## config.mk

```make
export PLATFORM = sky130hd
export DESIGN_NAME = alu_issue_flat
export DESIGN_NICKNAME = d
export VERILOG_FILES = /design/src/rtl/risky_pkg.sv /design/src/rtl/alu_issue_if.sv /design/src/rtl/alu_decode.sv /design/src/rtl/alu_issue.sv /design/src/flat_wrapper.sv
export SDC_FILE = /design/constraint.sdc
export NUM_CORES = 1
export LEC_CHECK = 0
export CORE_UTILIZATION = 49
export DETAILED_ROUTE_END_ITERATION = 8
export PLACE_DENSITY = 0.81
export SYNTH_ARGS = -nofsm -noshare
export SYNTH_HDL_FRONTEND = slang
export SYNTH_SLANG_ARGS = --single-unit
```

## constraint.sdc

```tcl
create_clock -name i_clk -period 7.62 [get_ports i_clk]
set_clock_uncertainty 0.2 [all_clocks]
set_input_delay 1.524 -clock i_clk [delete_from_list [all_inputs] [get_ports i_clk]]
set_output_delay 1.524 -clock i_clk [all_outputs]
set_load 0.02 [all_outputs]
```

## src/rtl/risky_pkg.sv

```systemverilog
// -----------------------------------------------------------------------------
// risky_pkg
// Shared definitions for the ALU issue stage:
//   - RV32I opcode and funct7 constants for the instruction classes decoded here
//   - one-hot ALU op_sel constants and bool_op encodings
//   - alu_ctrl_t: the control bundle driven into the ALU
//   - issue_t:    one complete skid-buffer entry (operands + control + writeback)
// -----------------------------------------------------------------------------
package risky_pkg;

  localparam int XLEN = 32;

  // Major opcodes handled by this stage
  localparam logic [6:0] OPC_OP     = 7'b0110011;
  localparam logic [6:0] OPC_OP_IMM = 7'b0010011;
  localparam logic [6:0] OPC_LUI    = 7'b0110111;
  localparam logic [6:0] OPC_AUIPC  = 7'b0010111;

  // funct7 values that may appear on legal OP / shift-immediate encodings
  localparam logic [6:0] F7_ZERO = 7'b0000000;
  localparam logic [6:0] F7_ALT  = 7'b0100000;

  // One-hot ALU result select
  localparam logic [3:0] SEL_ADD   = 4'b0001;
  localparam logic [3:0] SEL_SLT   = 4'b0010;
  localparam logic [3:0] SEL_BOOL  = 4'b0100;
  localparam logic [3:0] SEL_SHIFT = 4'b1000;

  // bool_op encodings; for SLT/SLTU bit0 selects the unsigned compare
  localparam logic [1:0] BOOL_XOR  = 2'b00;
  localparam logic [1:0] BOOL_SLT  = 2'b00;
  localparam logic [1:0] BOOL_SLTU = 2'b01;
  localparam logic [1:0] BOOL_OR   = 2'b10;
  localparam logic [1:0] BOOL_AND  = 2'b11;

  // funct3 is shared between OP and OP-IMM
  typedef enum logic [2:0] {
    F3_ADD  = 3'b000,
    F3_SLL  = 3'b001,
    F3_SLT  = 3'b010,
    F3_SLTU = 3'b011,
    F3_XOR  = 3'b100,
    F3_SR   = 3'b101,
    F3_OR   = 3'b110,
    F3_AND  = 3'b111
  } funct3_e;

  typedef struct packed {
    logic       sub;
    logic [1:0] bool_op;
    logic [3:0] op_sel;
    logic       shift_dir;
  } alu_ctrl_t;

  typedef struct packed {
    logic [XLEN-1:0] op_a;
    logic [XLEN-1:0] op_b;
    alu_ctrl_t       ctrl;
    logic [4:0]      rd;
    logic            rd_we;
    logic            illegal;
  } issue_t;

endpackage

```

## src/rtl/alu_issue_if.sv

```systemverilog
// -----------------------------------------------------------------------------
// alu_issue_if
// Upstream and downstream handshake/bus signals of the ALU issue stage.
//   upstream   : i_valid / o_ready, i_insn, i_pc, i_rs1_data, i_rs2_data, i_flush
//   downstream : o_valid / i_ready, o_op_a, o_op_b, o_sub, o_bool_op, o_op_sel,
//                o_shift_dir, o_rd, o_rd_we, o_illegal
// Modports:
//   slave  - the issue stage itself
//   master - the environment around it (decode/regfile upstream, ALU downstream)
// -----------------------------------------------------------------------------
interface alu_issue_if;
  import risky_pkg::*;

  logic            i_valid;
  logic            o_ready;
  logic [31:0]     i_insn;
  logic [XLEN-1:0] i_pc;
  logic [XLEN-1:0] i_rs1_data;
  logic [XLEN-1:0] i_rs2_data;
  logic            i_flush;

  logic            o_valid;
  logic            i_ready;
  logic [XLEN-1:0] o_op_a;
  logic [XLEN-1:0] o_op_b;
  logic            o_sub;
  logic [1:0]      o_bool_op;
  logic [3:0]      o_op_sel;
  logic            o_shift_dir;
  logic [4:0]      o_rd;
  logic            o_rd_we;
  logic            o_illegal;

  modport slave (
    input  i_valid, i_insn, i_pc, i_rs1_data, i_rs2_data, i_flush, i_ready,
    output o_ready, o_valid, o_op_a, o_op_b, o_sub, o_bool_op, o_op_sel,
           o_shift_dir, o_rd, o_rd_we, o_illegal
  );

  modport master (
    output i_valid, i_insn, i_pc, i_rs1_data, i_rs2_data, i_flush, i_ready,
    input  o_ready, o_valid, o_op_a, o_op_b, o_sub, o_bool_op, o_op_sel,
           o_shift_dir, o_rd, o_rd_we, o_illegal
  );

endinterface

```

## src/rtl/alu_decode.sv

```systemverilog
// -----------------------------------------------------------------------------
// alu_decode
// Purely combinational RV32I decode for OP, OP-IMM, LUI and AUIPC.
// Ports:
//   i_insn, i_pc, i_rs1_data, i_rs2_data : instruction and its source data
//   o_op_a, o_op_b : ALU operands (zero for illegal instructions)
//   o_ctrl         : ALU control bundle (zero for illegal instructions)
//   o_rd, o_rd_we  : writeback destination / enable (no write to x0)
//   o_illegal      : instruction is not handled by this stage
// -----------------------------------------------------------------------------
module alu_decode
  import risky_pkg::*;
(
  input  logic [31:0]     i_insn,
  input  logic [XLEN-1:0] i_pc,
  input  logic [XLEN-1:0] i_rs1_data,
  input  logic [XLEN-1:0] i_rs2_data,
  output logic [XLEN-1:0] o_op_a,
  output logic [XLEN-1:0] o_op_b,
  output alu_ctrl_t       o_ctrl,
  output logic [4:0]      o_rd,
  output logic            o_rd_we,
  output logic            o_illegal
);

  logic [6:0]      w_opcode;
  logic [6:0]      w_funct7;
  funct3_e         w_funct3;
  logic            w_is_op;
  logic            w_is_shift;
  logic            w_legal;
  logic [XLEN-1:0] w_imm_i;
  logic [XLEN-1:0] w_imm_u;
  logic [XLEN-1:0] w_shamt;
  logic [XLEN-1:0] w_op_a;
  logic [XLEN-1:0] w_op_b;
  alu_ctrl_t       w_ctrl;
  logic            w_unused_rs1_field;

  assign w_opcode   = i_insn[6:0];
  assign w_funct7   = i_insn[31:25];
  assign w_funct3   = funct3_e'(i_insn[14:12]);
  assign w_is_op    = (w_opcode == OPC_OP);
  assign w_is_shift = (w_funct3 == F3_SLL) || (w_funct3 == F3_SR);
  assign w_imm_i    = {{20{i_insn[31]}}, i_insn[31:20]};
  assign w_imm_u    = {i_insn[31:12], 12'b0};
  assign w_shamt    = {27'b0, i_insn[24:20]};

  // The rs1 index was already used by the register file read upstream.
  assign w_unused_rs1_field = ^i_insn[19:15];

  // NOTE: every output of this block gets a default before the case so that
  // no path leaves a signal unassigned, which would infer a latch.
  always_comb begin
    w_legal = 1'b0;
    w_op_a  = '0;
    w_op_b  = '0;
    w_ctrl  = '0;

    unique case (w_opcode)
      OPC_LUI: begin
        w_legal       = 1'b1;
        w_op_b        = w_imm_u;
        w_ctrl.op_sel = SEL_ADD;
      end

      OPC_AUIPC: begin
        w_legal       = 1'b1;
        w_op_a        = i_pc;
        w_op_b        = w_imm_u;
        w_ctrl.op_sel = SEL_ADD;
      end

      OPC_OP, OPC_OP_IMM: begin
        // funct7 only constrains register forms and shift-immediates; the
        // alternate encoding exists only for SUB (register form) and SRA/SRAI.
        if (!w_is_op && !w_is_shift)
          w_legal = 1'b1;
        else if (w_funct7 == F7_ZERO)
          w_legal = 1'b1;
        else if (w_funct7 == F7_ALT)
          w_legal = (w_funct3 == F3_SR) || (w_is_op && (w_funct3 == F3_ADD));
        else
          w_legal = 1'b0;

        w_op_a = i_rs1_data;
        if (w_is_op)
          w_op_b = i_rs2_data;
        else if (w_is_shift)
          w_op_b = w_shamt;
        else
          w_op_b = w_imm_i;

        unique case (w_funct3)
          F3_ADD: begin
            w_ctrl.op_sel = SEL_ADD;
            w_ctrl.sub    = w_is_op && w_funct7[5];
          end
          F3_SLL: begin
            w_ctrl.op_sel    = SEL_SHIFT;
            w_ctrl.shift_dir = 1'b0;
          end
          F3_SLT: begin
            w_ctrl.op_sel  = SEL_SLT;
            w_ctrl.sub     = 1'b1;
            w_ctrl.bool_op = BOOL_SLT;
          end
          F3_SLTU: begin
            w_ctrl.op_sel  = SEL_SLT;
            w_ctrl.sub     = 1'b1;
            w_ctrl.bool_op = BOOL_SLTU;
          end
          F3_XOR: begin
            w_ctrl.op_sel  = SEL_BOOL;
            w_ctrl.bool_op = BOOL_XOR;
          end
          F3_SR: begin
            w_ctrl.op_sel    = SEL_SHIFT;
            w_ctrl.shift_dir = 1'b1;
            w_ctrl.sub       = w_funct7[5];
          end
          F3_OR: begin
            w_ctrl.op_sel  = SEL_BOOL;
            w_ctrl.bool_op = BOOL_OR;
          end
          F3_AND: begin
            w_ctrl.op_sel  = SEL_BOOL;
            w_ctrl.bool_op = BOOL_AND;
          end
          default: w_ctrl = '0;
        endcase
      end

      default: w_legal = 1'b0;
    endcase

    // Illegal entries still flow downstream, but must not perturb the ALU.
    if (!w_legal) begin
      w_op_a = '0;
      w_op_b = '0;
      w_ctrl = '0;
    end
  end

  assign o_op_a    = w_op_a;
  assign o_op_b    = w_op_b;
  assign o_ctrl    = w_ctrl;
  assign o_rd      = i_insn[11:7];
  assign o_rd_we   = w_legal && (i_insn[11:7] != 5'd0);
  assign o_illegal = !w_legal;

endmodule

```

## src/rtl/alu_issue.sv

```systemverilog
// -----------------------------------------------------------------------------
// alu_issue
// ID/EX issue stage feeding the ALU. Decodes one instruction per cycle and
// registers the result behind a two-entry skid buffer (output register plus
// one skid register) with valid/ready on both sides.
// Ports:
//   i_clk, i_rst_n : clock, asynchronous active-low reset
//   io_bus         : alu_issue_if.slave - upstream accept (i_valid/o_ready,
//                    insn, pc, rs data, i_flush) and downstream ALU operands,
//                    control and writeback info (o_valid/i_ready)
// o_ready is registered and equals "skid register empty"; a flush empties
// both entries and wins over a same-cycle accept or transfer.
// -----------------------------------------------------------------------------
module alu_issue
  import risky_pkg::*;
#(
  parameter int XLEN = 32
) (
  input  logic        i_clk,
  input  logic        i_rst_n,
  alu_issue_if.slave  io_bus
);

  issue_t w_dec;
  logic   w_accept;
  logic   w_xfer;
  logic   w_out_free;
  logic   w_out_valid_nxt;
  logic   w_skid_valid_nxt;
  logic   w_load_out_from_skid;
  logic   w_load_out_from_in;
  logic   w_load_skid;

  issue_t r_out;
  issue_t r_skid;
  logic   r_out_valid;
  logic   r_skid_valid;
  logic   r_ready;

  alu_decode u_decode (
    .i_insn     (io_bus.i_insn),
    .i_pc       (io_bus.i_pc),
    .i_rs1_data (io_bus.i_rs1_data),
    .i_rs2_data (io_bus.i_rs2_data),
    .o_op_a     (w_dec.op_a),
    .o_op_b     (w_dec.op_b),
    .o_ctrl     (w_dec.ctrl),
    .o_rd       (w_dec.rd),
    .o_rd_we    (w_dec.rd_we),
    .o_illegal  (w_dec.illegal)
  );

  assign w_accept   = io_bus.i_valid && r_ready;
  assign w_xfer     = r_out_valid && io_bus.i_ready;
  assign w_out_free = !r_out_valid || w_xfer;

  // Skid buffer next-state. An accept is only possible with the skid empty,
  // so the skid never has to take a new entry and drain in the same cycle.
  always_comb begin
    w_out_valid_nxt      = r_out_valid;
    w_skid_valid_nxt     = r_skid_valid;
    w_load_out_from_skid = 1'b0;
    w_load_out_from_in   = 1'b0;
    w_load_skid          = 1'b0;

    if (io_bus.i_flush) begin
      w_out_valid_nxt  = 1'b0;
      w_skid_valid_nxt = 1'b0;
    end else if (w_out_free) begin
      if (r_skid_valid) begin
        w_load_out_from_skid = 1'b1;
        w_out_valid_nxt      = 1'b1;
        w_skid_valid_nxt     = 1'b0;
      end else if (w_accept) begin
        w_load_out_from_in = 1'b1;
        w_out_valid_nxt    = 1'b1;
      end else begin
        w_out_valid_nxt = 1'b0;
      end
    end else if (w_accept) begin
      w_load_skid      = 1'b1;
      w_skid_valid_nxt = 1'b1;
    end
  end

  // NOTE: sequential state uses non-blocking assignments so every register
  // samples the pre-edge values regardless of statement order.
  always_ff @(posedge i_clk or negedge i_rst_n) begin
    if (!i_rst_n) begin
      r_out_valid  <= 1'b0;
      r_skid_valid <= 1'b0;
      r_ready      <= 1'b1;
      r_out        <= '{op_a: {XLEN{1'b0}}, op_b: {XLEN{1'b0}}, default: '0};
    end else begin
      r_out_valid  <= w_out_valid_nxt;
      r_skid_valid <= w_skid_valid_nxt;
      r_ready      <= !w_skid_valid_nxt;
      if (w_load_out_from_skid)
        r_out <= r_skid;
      else if (w_load_out_from_in)
        r_out <= w_dec;
    end
  end

  // NOTE: the skid payload is qualified by r_skid_valid and never reaches the
  // outputs directly, so it is deliberately left without a reset.
  always_ff @(posedge i_clk) begin
    if (w_load_skid)
      r_skid <= w_dec;
  end

  assign io_bus.o_ready     = r_ready;
  assign io_bus.o_valid     = r_out_valid;
  assign io_bus.o_op_a      = r_out.op_a;
  assign io_bus.o_op_b      = r_out.op_b;
  assign io_bus.o_sub       = r_out.ctrl.sub;
  assign io_bus.o_bool_op   = r_out.ctrl.bool_op;
  assign io_bus.o_op_sel    = r_out.ctrl.op_sel;
  assign io_bus.o_shift_dir = r_out.ctrl.shift_dir;
  assign io_bus.o_rd        = r_out.rd;
  assign io_bus.o_rd_we     = r_out.rd_we;
  assign io_bus.o_illegal   = r_out.illegal;

endmodule
```

## src/flat_wrapper.sv

```systemverilog
// flat-port wrapper written by rule: the top's interface ports become plain ports
module alu_issue_flat import risky_pkg::*;
#(
  parameter int XLEN = 32
)
  (i_clk, i_rst_n, io_bus_i_valid, io_bus_i_insn, io_bus_i_pc, io_bus_i_rs1_data, io_bus_i_rs2_data, io_bus_i_flush, io_bus_i_ready, io_bus_o_ready, io_bus_o_valid, io_bus_o_op_a, io_bus_o_op_b, io_bus_o_sub, io_bus_o_bool_op, io_bus_o_op_sel, io_bus_o_shift_dir, io_bus_o_rd, io_bus_o_rd_we, io_bus_o_illegal);
  alu_issue_if io_bus_i ();
  input  logic i_clk;
  input  logic i_rst_n;
  input wire logic [$bits(io_bus_i.i_valid)-1:0] io_bus_i_valid;
  input wire logic [$bits(io_bus_i.i_insn)-1:0] io_bus_i_insn;
  input wire logic [$bits(io_bus_i.i_pc)-1:0] io_bus_i_pc;
  input wire logic [$bits(io_bus_i.i_rs1_data)-1:0] io_bus_i_rs1_data;
  input wire logic [$bits(io_bus_i.i_rs2_data)-1:0] io_bus_i_rs2_data;
  input wire logic [$bits(io_bus_i.i_flush)-1:0] io_bus_i_flush;
  input wire logic [$bits(io_bus_i.i_ready)-1:0] io_bus_i_ready;
  output wire logic [$bits(io_bus_i.o_ready)-1:0] io_bus_o_ready;
  output wire logic [$bits(io_bus_i.o_valid)-1:0] io_bus_o_valid;
  output wire logic [$bits(io_bus_i.o_op_a)-1:0] io_bus_o_op_a;
  output wire logic [$bits(io_bus_i.o_op_b)-1:0] io_bus_o_op_b;
  output wire logic [$bits(io_bus_i.o_sub)-1:0] io_bus_o_sub;
  output wire logic [$bits(io_bus_i.o_bool_op)-1:0] io_bus_o_bool_op;
  output wire logic [$bits(io_bus_i.o_op_sel)-1:0] io_bus_o_op_sel;
  output wire logic [$bits(io_bus_i.o_shift_dir)-1:0] io_bus_o_shift_dir;
  output wire logic [$bits(io_bus_i.o_rd)-1:0] io_bus_o_rd;
  output wire logic [$bits(io_bus_i.o_rd_we)-1:0] io_bus_o_rd_we;
  output wire logic [$bits(io_bus_i.o_illegal)-1:0] io_bus_o_illegal;
  assign io_bus_i.i_valid = io_bus_i_valid;
  assign io_bus_i.i_insn = io_bus_i_insn;
  assign io_bus_i.i_pc = io_bus_i_pc;
  assign io_bus_i.i_rs1_data = io_bus_i_rs1_data;
  assign io_bus_i.i_rs2_data = io_bus_i_rs2_data;
  assign io_bus_i.i_flush = io_bus_i_flush;
  assign io_bus_i.i_ready = io_bus_i_ready;
  assign io_bus_o_ready = io_bus_i.o_ready;
  assign io_bus_o_valid = io_bus_i.o_valid;
  assign io_bus_o_op_a = io_bus_i.o_op_a;
  assign io_bus_o_op_b = io_bus_i.o_op_b;
  assign io_bus_o_sub = io_bus_i.o_sub;
  assign io_bus_o_bool_op = io_bus_i.o_bool_op;
  assign io_bus_o_op_sel = io_bus_i.o_op_sel;
  assign io_bus_o_shift_dir = io_bus_i.o_shift_dir;
  assign io_bus_o_rd = io_bus_i.o_rd;
  assign io_bus_o_rd_we = io_bus_i.o_rd_we;
  assign io_bus_o_illegal = io_bus_i.o_illegal;
  alu_issue #(.XLEN(XLEN)) u_core (.i_clk(i_clk), .i_rst_n(i_rst_n), .io_bus(io_bus_i));
endmodule
```

==> flow_summary.json, run 1 <==
{
  "reg2reg_to": "u_core.io_bus.o_op_b[31]$_DFFE_PN0P_",
  "drive_gt1_frac": 0.06780,
  "clk_path_buf_depth": 2,
  "setup_violations": 0,
  "core-area_um2": 16000,
  "crit_required_ps": 7730,
  "rsz0062_at_grt": "false",
  "critPathMaxFanout": 31,
  "wl_um": 24530,
  "fillers": 1228,
  "seq_area_frac_synth": 0.5472,
  "final_common_cell": "clkdlybuf4s50_1",
  "slew_headroom": 0.1269,
  "cts_root_buffer": "clkbuf_16",
  "muxShareOfSynthArea": 0.006188,
  "synthesis.area_um2": 8088,
  "ys_seq_elements": 161,
  "drtPass1Iterations": 5,
  "antenna_cells": 0,
  "irDropWorstVdd_mv": 0.1505,
  "cpLargestDelayFamily": "compound AO/OA/AOI/OAI gates",
  "grt_pass1_wl_um": 38280,
  "maxCapViolCount": 0,
  "synth_xor_xnor_area_share": 0,
  "syn_avg_cell_area_um2": 9.791,
  "ioPinCount": 214,
  "fin_total_pwr_mw": 2.276,
  "placedCellCount": 1187,
  "drcViolationCount": 0,
  "finalHoldViolCount": 0,
  "min_to": "u_core.io_bus.o_rd[0]$_DFFE_PN0P_",
  "final_cells": 1219,
  "portBuffers": 213,
  "start_util": 0.5055,
  "ant_nets": 0,
  "viasPerCell": 6.300,
  "multi_input_area_um2": 3368,
  "synth_top_family_by_area": "compound AO/OA/AOI/OAI gates",
  "antenna_found_initial": 0,
  "htree_num_levels": 4,
  "reg2reg_from": "u_core.io_bus.o_ready$_DFF_PN1_",
  "yosysWarnings": 0,
  "finalWeightedCongestion": 0.9157,
  "r2r_slack_ps": 4280,
  "insertion_delay_ps": 430,
  "worst_ep_arrival_time_ps": 5200,
  "die-width_um": 130.5,
  "worst-path-buf-inv": 1,
  "nets": 1123,
  "drt_iter0_drc": 813,
  "min_period_ps": 5086,
  "synth-simple-area-share": 0.2014,
  "post_cts_resize_count": 0,
  "row_count": 46,
  "synth_edf_count": 79,
  "min_period_over_period": 0.6674,
  "grtUsageTotal": 0.2948,
  "syn_inst": 826,
  "hpwlAfterDp_um": 15310,
  "grt_max_degree": 80,
  "cp-start-kind": "input pin",
  "final_cell_mix": "clkdlybuf4s50_1 (212), nor2_1 (115), dfrtp_1 (81)",
  "synth_fa_ha_area_frac": 0,
  "final_max_slew_viol_count": 0,
  "routedWlPerCell_um": 20.12,
  "cts_inserted_buffers": 17,
  "worst_slew_pin_slew_ps": 1305,
  "cts_setup_buffers": 0,
  "async_flop_share": 0.5093,
  "setup_tns_ps": 0,
  "p_per_area_nw_per_um2": 208.8,
  "holdCritStartpoint": "u_core.io_bus.o_rd[0]$_DFFE_PN0P_",
  "fmax_mhz": 196.6,
  "clkTransAtPathRegs_ps": 60,
  "die_h_um": 130.5,
  "slowest_stage": "a2bb2oi_1",
  "final.setup.worst_slack_ps": 2535,
  "grt_pass1_vias": 7487,
  "synth_compound_area_frac": 0.2024,
  "cp_slowest_stage_delay_ps": 1240,
  "hold_path.class": "flip-flop to flip-flop",
  "dieArea_um2": 17020,
  "syn_to_final_growth_pct": 34.75,
  "r2r_cells": 5,
  "dp_worst_setup_slack_ps": 2134,
  "cts_sinks": 161,
  "hold_depth": 2,
  "vias": 7680,
  "yosys.cell_types.count": 47,
  "p_leak_nw": 3.733,
  "cp-end-kind": "flip-flop",
  "post-route-util": 0.6811,
  "crit_type": "input pin to flip-flop",
  "cts_hold_buf": 0,
  "seqCellArea_um2": 4425,
  "synth_fp_nets": 959,
  "cp_cell_sequence": "clkdlybuf4s50_1, and4bb_2, nand2_1, a2bb2oi_1, nor4_1, a221o_1",
  "cts_tree": "yes",
  "synth_ff_type": "dfrtp_1",
  "outcome": "completed",
  "grt_remaining_overflow": 0
}
[worst reg2reg max path, stage by stage (launching register included)]
cell and delay [ps]:
dfstp_2 540, a21oi_1 120, nor3_2 720, buf_4 620, nand3_2 530, o311ai_1 480
[sequential cells by signal (all words and copies together), names as in the netlist, 2 cells and up]
register	cells
u_core.io_bus.o_rd	5
u_core.io_bus.o_op_b	32
u_core.io_bus.o_bool_op	2
u_core.io_bus.o_op_a	32
u_core.io_bus.o_op_sel	4
u_core.r_skid	79
[Yosys cell counts (all sizes together), types with 7 or more instances]
cell     number  share of area
nand2b        7         0.0054
a31oi        19          0.015
a22oi        33          0.031
nor3         50          0.031
nor2        117          0.054
o21ai        44          0.027
and3          7         0.0054
a2bb2oi      11          0.012
dfrtp        81           0.25
clkbuf       69          0.032
buf          12         0.0080
a21oi        40          0.025
nor4          8         0.0062
or3          21          0.017
edfxtp       79           0.29
nand2        68          0.032
a311oi       18          0.019
nand3        25          0.016
a211oi       18          0.017
nand4        32          0.025
o311ai       15          0.026
o22ai         9         0.0087
[where the power goes]
group | switching, mW | internal [mW]
combinational | 0.225 | 0.203
sequential | 0.0346 | 0.970
clock | 0.333 | 0.510
[metrics by stage]
step / hold WS, ps / cell area (um^2)
floorplan: 275.7 / 8093
global placement: 262.0 / 10310
detailed placement: 273.1 / 10310
CTS: 285.9 / 10900
global route: 307.2 / 10900
finish: 278.3 / 10900
[cell type report]
type	instances	area share
Clock buffer	28	0.04925
Clock inverter	4	0.004363
Inverter	6	0.002067
Multi-Input combinational cell	578	0.3091
Sequential cell	161	0.4061
Tap cell	216	0.02480
Timing Repair Buffer	226	0.2044
[routing by layer]
metal	up-vias	GRT usage	wire [um]
met5	-	0	0
met4	0	0.1521	809
met1	3710	0.3833	9897
met2	445	0.4703	11710
met3	63	0.05904	2115
li1	3462	-	-
[worst max-delay path by stage]
| stage | from | endpoint | cells after the start |
|---|---|---|---|
| after floorplan | io_bus_i_ready | u_core.r_skid[0]$_DFFE_PP_ | 3 |
| after detailed placement | io_bus_i_insn[2] | u_core.io_bus.o_sub$_DFFE_PN0P_ | 6 |
| after global placement | io_bus_i_insn[2] | u_core.io_bus.o_sub$_DFFE_PN0P_ | 6 |
| after global routing | io_bus_i_insn[2] | u_core.io_bus.o_sub$_DFFE_PN0P_ | 6 |
| final | io_bus_i_insn[2] | u_core.io_bus.o_sub$_DFFE_PN0P_ | 6 |
| after CTS | io_bus_i_insn[2] | u_core.io_bus.o_sub$_DFFE_PN0P_ | 6 |
[logic make-up (layout without fill, tap and decap cells)]
logic type             Yosys count  in the layout
flip-flops                     161            161
AO/OA/AOI/OAI                  228            228
AND/OR/NAND/NOR                345            345
buffers and inverters           87            264
multiplexers                     5              5
Note: power is estimated with default switching activity, not from simulation.
==> inputs of run 2 (changes only) <==
==> constraint.sdc (replaced) <==
create_clock -name i_clk -period 5.27 [get_ports i_clk]
set_clock_uncertainty 0.2 [all_clocks]
set_input_delay 1.054 -clock i_clk [delete_from_list [all_inputs] [get_ports i_clk]]
set_output_delay 1.054 -clock i_clk [all_outputs]
set_load 0.02 [all_outputs]
==> run 2 against run 1 <==
Against the previous run:
- worst hold slack about the same
- critical path depth rose by 1
- clock-buffer cell count fell by 9
- critical path type unchanged
- routed wire length is 0.18% higher
- highest routed layer unchanged
- combinational power grew 45%
- power up 47%
- register-to-register slack got worse by 1800 ps
- via count down 0.59%
- critical endpoint is now u_core.r_skid[68]$_DFFE_PP_
- sequential share of layout area decreased by 0.30 points
==> flow_summary.json, run 2 (same netlist as run 1, synthesis figures left out) <==
{
  "grtUsageTotal": 0.2915,
  "largest_reg_flops": 79,
  "setup_violations": 0,
  "dieArea_um2": 17020,
  "cts_sinks": 161,
  "hpwlAfterDp_um": 15590,
  "min_period_over_period": 0.7256,
  "irDropWorstVdd_mv": 0.2460,
  "cts_tree": "yes",
  "grt_max_degree": 77,
  "crit_type": "input pin to flip-flop",
  "largest-register": "u_core.r_skid",
  "antenna_found_initial": 0,
  "row_count": 46,
  "ioPinCount": 214,
  "critPathMaxFanout": 22,
  "drtPass1Iterations": 5,
  "cp-end-kind": "flip-flop",
  "cts_inserted_buffers": 17,
  "post-route-util": 0.6862,
  "crit_required_ps": 5240,
  "post_cts_resize_count": 0,
  "rsz0062_at_grt": "false",
  "fmax_mhz": 261.5,
  "worst_ep_arrival_time_ps": 3800,
  "slew_headroom": 0.3521,
  "grt_remaining_overflow": 0,
  "antenna_cells": 0,
  "min_period_ps": 3824,
  "maxCapViolCount": 0,
  "cp-start-kind": "input pin",
  "htree_num_levels": 4,
  "clk_path_buf_depth": 2,
  "hold_path.class": "flip-flop to flip-flop",
  "final_common_cell": "clkdlybuf4s50_1",
  "die-width_um": 130.5,
  "drt_iter0_drc": 909,
  "drive_gt1_frac": 0.07822,
  "nets": 1130,
  "core-area_um2": 16000,
  "vias": 7635,
  "drcViolationCount": 0,
  "wl_um": 24580,
  "grt_pass1_wl_um": 37900,
  "clkTransAtPathRegs_ps": 60,
  "finalHoldViolCount": 0,
  "cts_setup_buffers": 0,
  "setup_tns_ps": 0,
  "grt_pass1_vias": 7280,
  "cts_root_buffer": "clkbuf_16",
  "final_max_slew_viol_count": 0,
  "final_cell_mix": "clkdlybuf4s50_1 (212), nor2_1 (115), dfrtp_1 (81)",
  "outcome": "completed",
  "cts_hold_buf": 0,
  "syn_to_final_growth_pct": 35.75,
  "fillers": 1267,
  "insertion_delay_ps": 420,
  "p_leak_nw": 3.769,
  "die_h_um": 130.5,
  "p_per_area_nw_per_um2": 305.3,
  "start_util": 0.5055,
  "worst_slew_pin_slew_ps": 968.1,
  "portBuffers": 213,
  "routedWlPerCell_um": 20.05,
  "ant_nets": 0,
  "viasPerCell": 6.228,
  "finalWeightedCongestion": 0.8644
}
==> run 2: stage by stage <==
stage | cell area (um^2) | hold WS [ps] | worst slack, ps | std cells | power, mW
final | 10980 | 278.2 | 1446 | 1226 | 3.352
after global routing | 10980 | 314.4 | 1259 | 1226 | 3.463
after CTS | 10980 | 286.5 | 1470 | 1226 | 3.362
after detailed placement | 10370 | 273.0 | 1016 | 1194 | 2.092
after global placement | 10370 | 259.8 | 1134 | 1194 | 2.082
after floorplan | 8093 | 275.7 | 169.2 | 826 | 1.744
==> run 2: power by group <==
part | internal [mW] | switching [mW] | leakage (nW)
registers | 1.40 | 0.0489 | 1.64
logic | 0.296 | 0.325 | 1.85
clock network | 0.769 | 0.511 | 0.287
==> run 2: worst max-delay path, cell delays in order <==
cell	delay, ps
clkdlybuf4s50_1	710
nand3b_1	210
nor2_1	520
o22ai_4	240
o21ai_2	550
buf_4	400
nor2_1	100
==> run 2: cell type report <==
class,instances,area [um^2],share of cell area
Multi-Input combinational cell,578,3368,0.3068
Inverter,6,22.52,0.002051
Tap cell,216,270.3,0.02462
Clock buffer,19,452.9,0.04125
Clock inverter,13,160.2,0.01459
Timing Repair Buffer,233,2280,0.2076
Sequential cell,161,4425,0.4031
==> run 2: worst paths after layout <==
path	start	cells past startpoint	endpoint	slack, ps
min reg2reg	u_core.io_bus.o_rd[2]$_DFFE_PN0P_	2	u_core.io_bus.o_rd[2]$_DFFE_PN0P_	280
max in group asynchronous	i_rst_n	2	u_core.io_bus.o_op_a[30]$_DFFE_PN0P_	3420
max reg2reg	u_core.io_bus.o_ready$_DFF_PN1_	5	u_core.io_bus.o_op_b[14]$_DFFE_PN0P_	2490
min	u_core.io_bus.o_rd[2]$_DFFE_PN0P_	2	u_core.io_bus.o_rd[2]$_DFFE_PN0P_	280
max	io_bus_i_insn[5]	7	u_core.r_skid[68]$_DFFE_PP_	1450
min in group asynchronous	i_rst_n	1	u_core.io_bus.o_op_b[26]$_DFFE_PN0P_	420
==> run 2: layer usage <==
| layer | wire length, um | global-route usage | vias up |
|---|---|---|---|
| li1 | - | - | 3472 |
| met1 | 9795 | 0.3919 | 3660 |
| met2 | 11730 | 0.4571 | 440 |
| met3 | 2127 | 0.05578 | 63 |
| met4 | 924 | 0.1400 | 0 |
| met5 | 0 | 0 | - |
==> inputs of run 3 (changes only) <==
==> constraint.sdc (replaced) <==
create_clock -name i_clk -period 3.8 [get_ports i_clk]
set_clock_uncertainty 0.2 [all_clocks]
set_input_delay 0.76 -clock i_clk [delete_from_list [all_inputs] [get_ports i_clk]]
set_output_delay 0.76 -clock i_clk [all_outputs]
set_load 0.02 [all_outputs]
==> run 3 against run 2 <==
Against the previous run:
- power increased by 37%
- worst setup slack worse by 760 ps
- worst hold slack worse by 230 ps
- sequential cell count unchanged
- sequential power grew 39%
- clock-buffer cell count up 2
- die area stayed put
- design area increased by 0.81%
- critical path type unchanged
- combinational power grew 40%
==> flow_summary.json, run 3 (same netlist as run 1, synthesis figures left out) <==
{
  "grt_pass1_vias": 7496,
  "clockPowerShare": 0.370,
  "worst_slew_pin_slew_ps": 1226,
  "worst_ep_arrival_time_ps": 3220,
  "setup_tns_ps": 0,
  "multi_input_area_um2": 3378,
  "seqPwrFrac": 0.440,
  "critPathMaxFanout": 15,
  "slew_headroom": 0.1824,
  "cts_tree": "yes",
  "antenna_found_initial": 0,
  "final_cell_mix": "clkdlybuf4s50_1 (212), nor2_1 (114), dfrtp_1 (81)",
  "cts_root_buffer": "clkbuf_16",
  "maxCapViolCount": 0,
  "finalWeightedCongestion": 0.9495,
  "antenna_cells": 0,
  "clkTransAtPathRegs_ps": 60,
  "p_sw_mw": 1.202,
  "r2r_slack_ps": 1260,
  "die_h_um": 130.5,
  "clk_path_buf_depth": 2,
  "drt_iter0_drc": 755,
  "largest_reg_flops": 79,
  "cp-start-kind": "input pin",
  "dpl_cell_area_um2": 10490,
  "hold_path.class": "input pin to async pin",
  "cp-end-kind": "flip-flop",
  "wl_um": 24590,
  "internal-power_mw": 3.376,
  "rsz0062_at_grt": "false",
  "core-area_um2": 16000,
  "post-route-util": 0.6917,
  "ioPinCount": 214,
  "htree_num_levels": 4,
  "die-width_um": 130.5,
  "grtUsageTotal": 0.2950,
  "ant_nets": 0,
  "switching_share": 0.2626,
  "final_common_cell": "clkdlybuf4s50_1",
  "hpwlAfterDp_um": 15910,
  "start_util": 0.5055,
  "insertion_delay_ps": 420,
  "grt_remaining_overflow": 0,
  "post_cts_resize_count": 0,
  "cts_sinks": 161,
  "cts_inserted_buffers": 17,
  "cts_hold_buf": 0,
  "irDropWorstVdd_mv": 0.3348,
  "fillers": 1231,
  "hold_ws_ps": 43.44,
  "drive_gt1_frac": 0.08546,
  "crit_required_ps": 3910,
  "row_count": 46,
  "cts_setup_buffers": 0,
  "nets": 1138,
  "drtPass1Iterations": 5,
  "routedWlPerCell_um": 19.93,
  "dieArea_um2": 17020,
  "largest-register": "u_core.r_skid",
  "portBuffers": 213,
  "seqCellArea_um2": 4425,
  "grt_max_degree": 106,
  "crit_type": "input pin to flip-flop",
  "setup_violations": 0,
  "vias": 7698,
  "pwr-share-comb": 0.190,
  "final_max_slew_viol_count": 0,
  "drcViolationCount": 0,
  "min_period_over_period": 0.8193,
  "fin_area_um2": 11070,
  "syn_to_final_growth_pct": 36.85,
  "grt_pass1_wl_um": 38250,
  "outcome": "completed",
  "p_per_area_nw_per_um2": 413.6,
  "p_leak_nw": 3.827,
  "fmax_mhz": 321.2,
  "min_period_ps": 3113,
  "viasPerCell": 6.238,
  "finalHoldViolCount": 0
}
[run 3: cell count changes in the layout (fill, tap and decap cells not counted)]
cell        change
buf_12          +4
buf_4           +4
clkinv_2        +4
clkinvlp_4      -4
bufinv_16       -1
clkbuf_1        +1
clkbuf_8        +1
inv_6           -1
nor2_1          -1
nor2_2          +1
o21ai_2         -1
o21ai_4         +1
[run 3: worst max-delay path, stage by stage]
cell,delay (ps)
clkdlybuf4s50_1,520
or3_4,420
o311a_1,430
o22ai_4,230
nand3_2,430
o311ai_1,430
[run 3: final timing paths]
check,startpoint,to,cells after the start
worst max-delay path,io_bus_i_insn[13],u_core.io_bus.o_op_b[31]$_DFFE_PN0P_,6
worst min-delay path,i_rst_n,u_core.io_bus.o_op_b[24]$_DFFE_PN0P_,1
worst max register to register,u_core.io_bus.o_ready$_DFF_PN1_,u_core.io_bus.o_op_a[18]$_DFFE_PN0P_,4
worst min register to register,u_core.io_bus.o_rd[4]$_DFFE_PN0P_,u_core.io_bus.o_rd[4]$_DFFE_PN0P_,2
max in group asynchronous,i_rst_n,u_core.io_bus.o_ready$_DFF_PN1_,2
min in group i_clk,u_core.io_bus.o_rd[4]$_DFFE_PN0P_,u_core.io_bus.o_rd[4]$_DFFE_PN0P_,2
[run 3: layer usage]
metal	GRT usage	up-vias	routed length (um)
met4	0.1508	0	862
met5	0	-	0
met2	0.4759	455	11940
li1	-	3494	-
met3	0.05171	63	1991
met1	0.3844	3686	9798
[run 3: area by class of cell]
cell class              instances  share of cell area
inverters                       6            0.002035
repair buffers                241              0.2159
clock buffers                  21             0.04251
multi-input cells             578              0.3052
clock inverters                11             0.01006
well taps                     216             0.02442
flip-flops and latches        161              0.3998
[run 3: per-stage QoR]
| stage | power (mW) | worst slack (ps) | instances |
|---|---|---|---|
| after CTS | 4.596 | 690.3 | 1234 |
| after global routing | 4.729 | 591.4 | 1234 |
| after detailed placement | 2.916 | 265.0 | 1202 |
| final | 4.578 | 686.8 | 1234 |
| after global placement | 2.899 | 304.2 | 1202 |
| after floorplan | 2.419 | 207.9 | 826 |
[run 3: power groups by stage]
| stage | clock [mW] | sequential [mW] | combinational [mW] |
|---|---|---|---|
| 2_1_floorplan | 0 | 2.16 | 0.255 |
| 3_3_place_gp | 0 | 2.04 | 0.858 |
| 3_5_place_dp | 0 | 2.05 | 0.870 |
| 4_1_cts | 1.71 | 2.01 | 0.872 |
| 5_1_grt | 1.77 | 2.03 | 0.933 |
| 6_report | 1.69 | 2.01 | 0.871 |
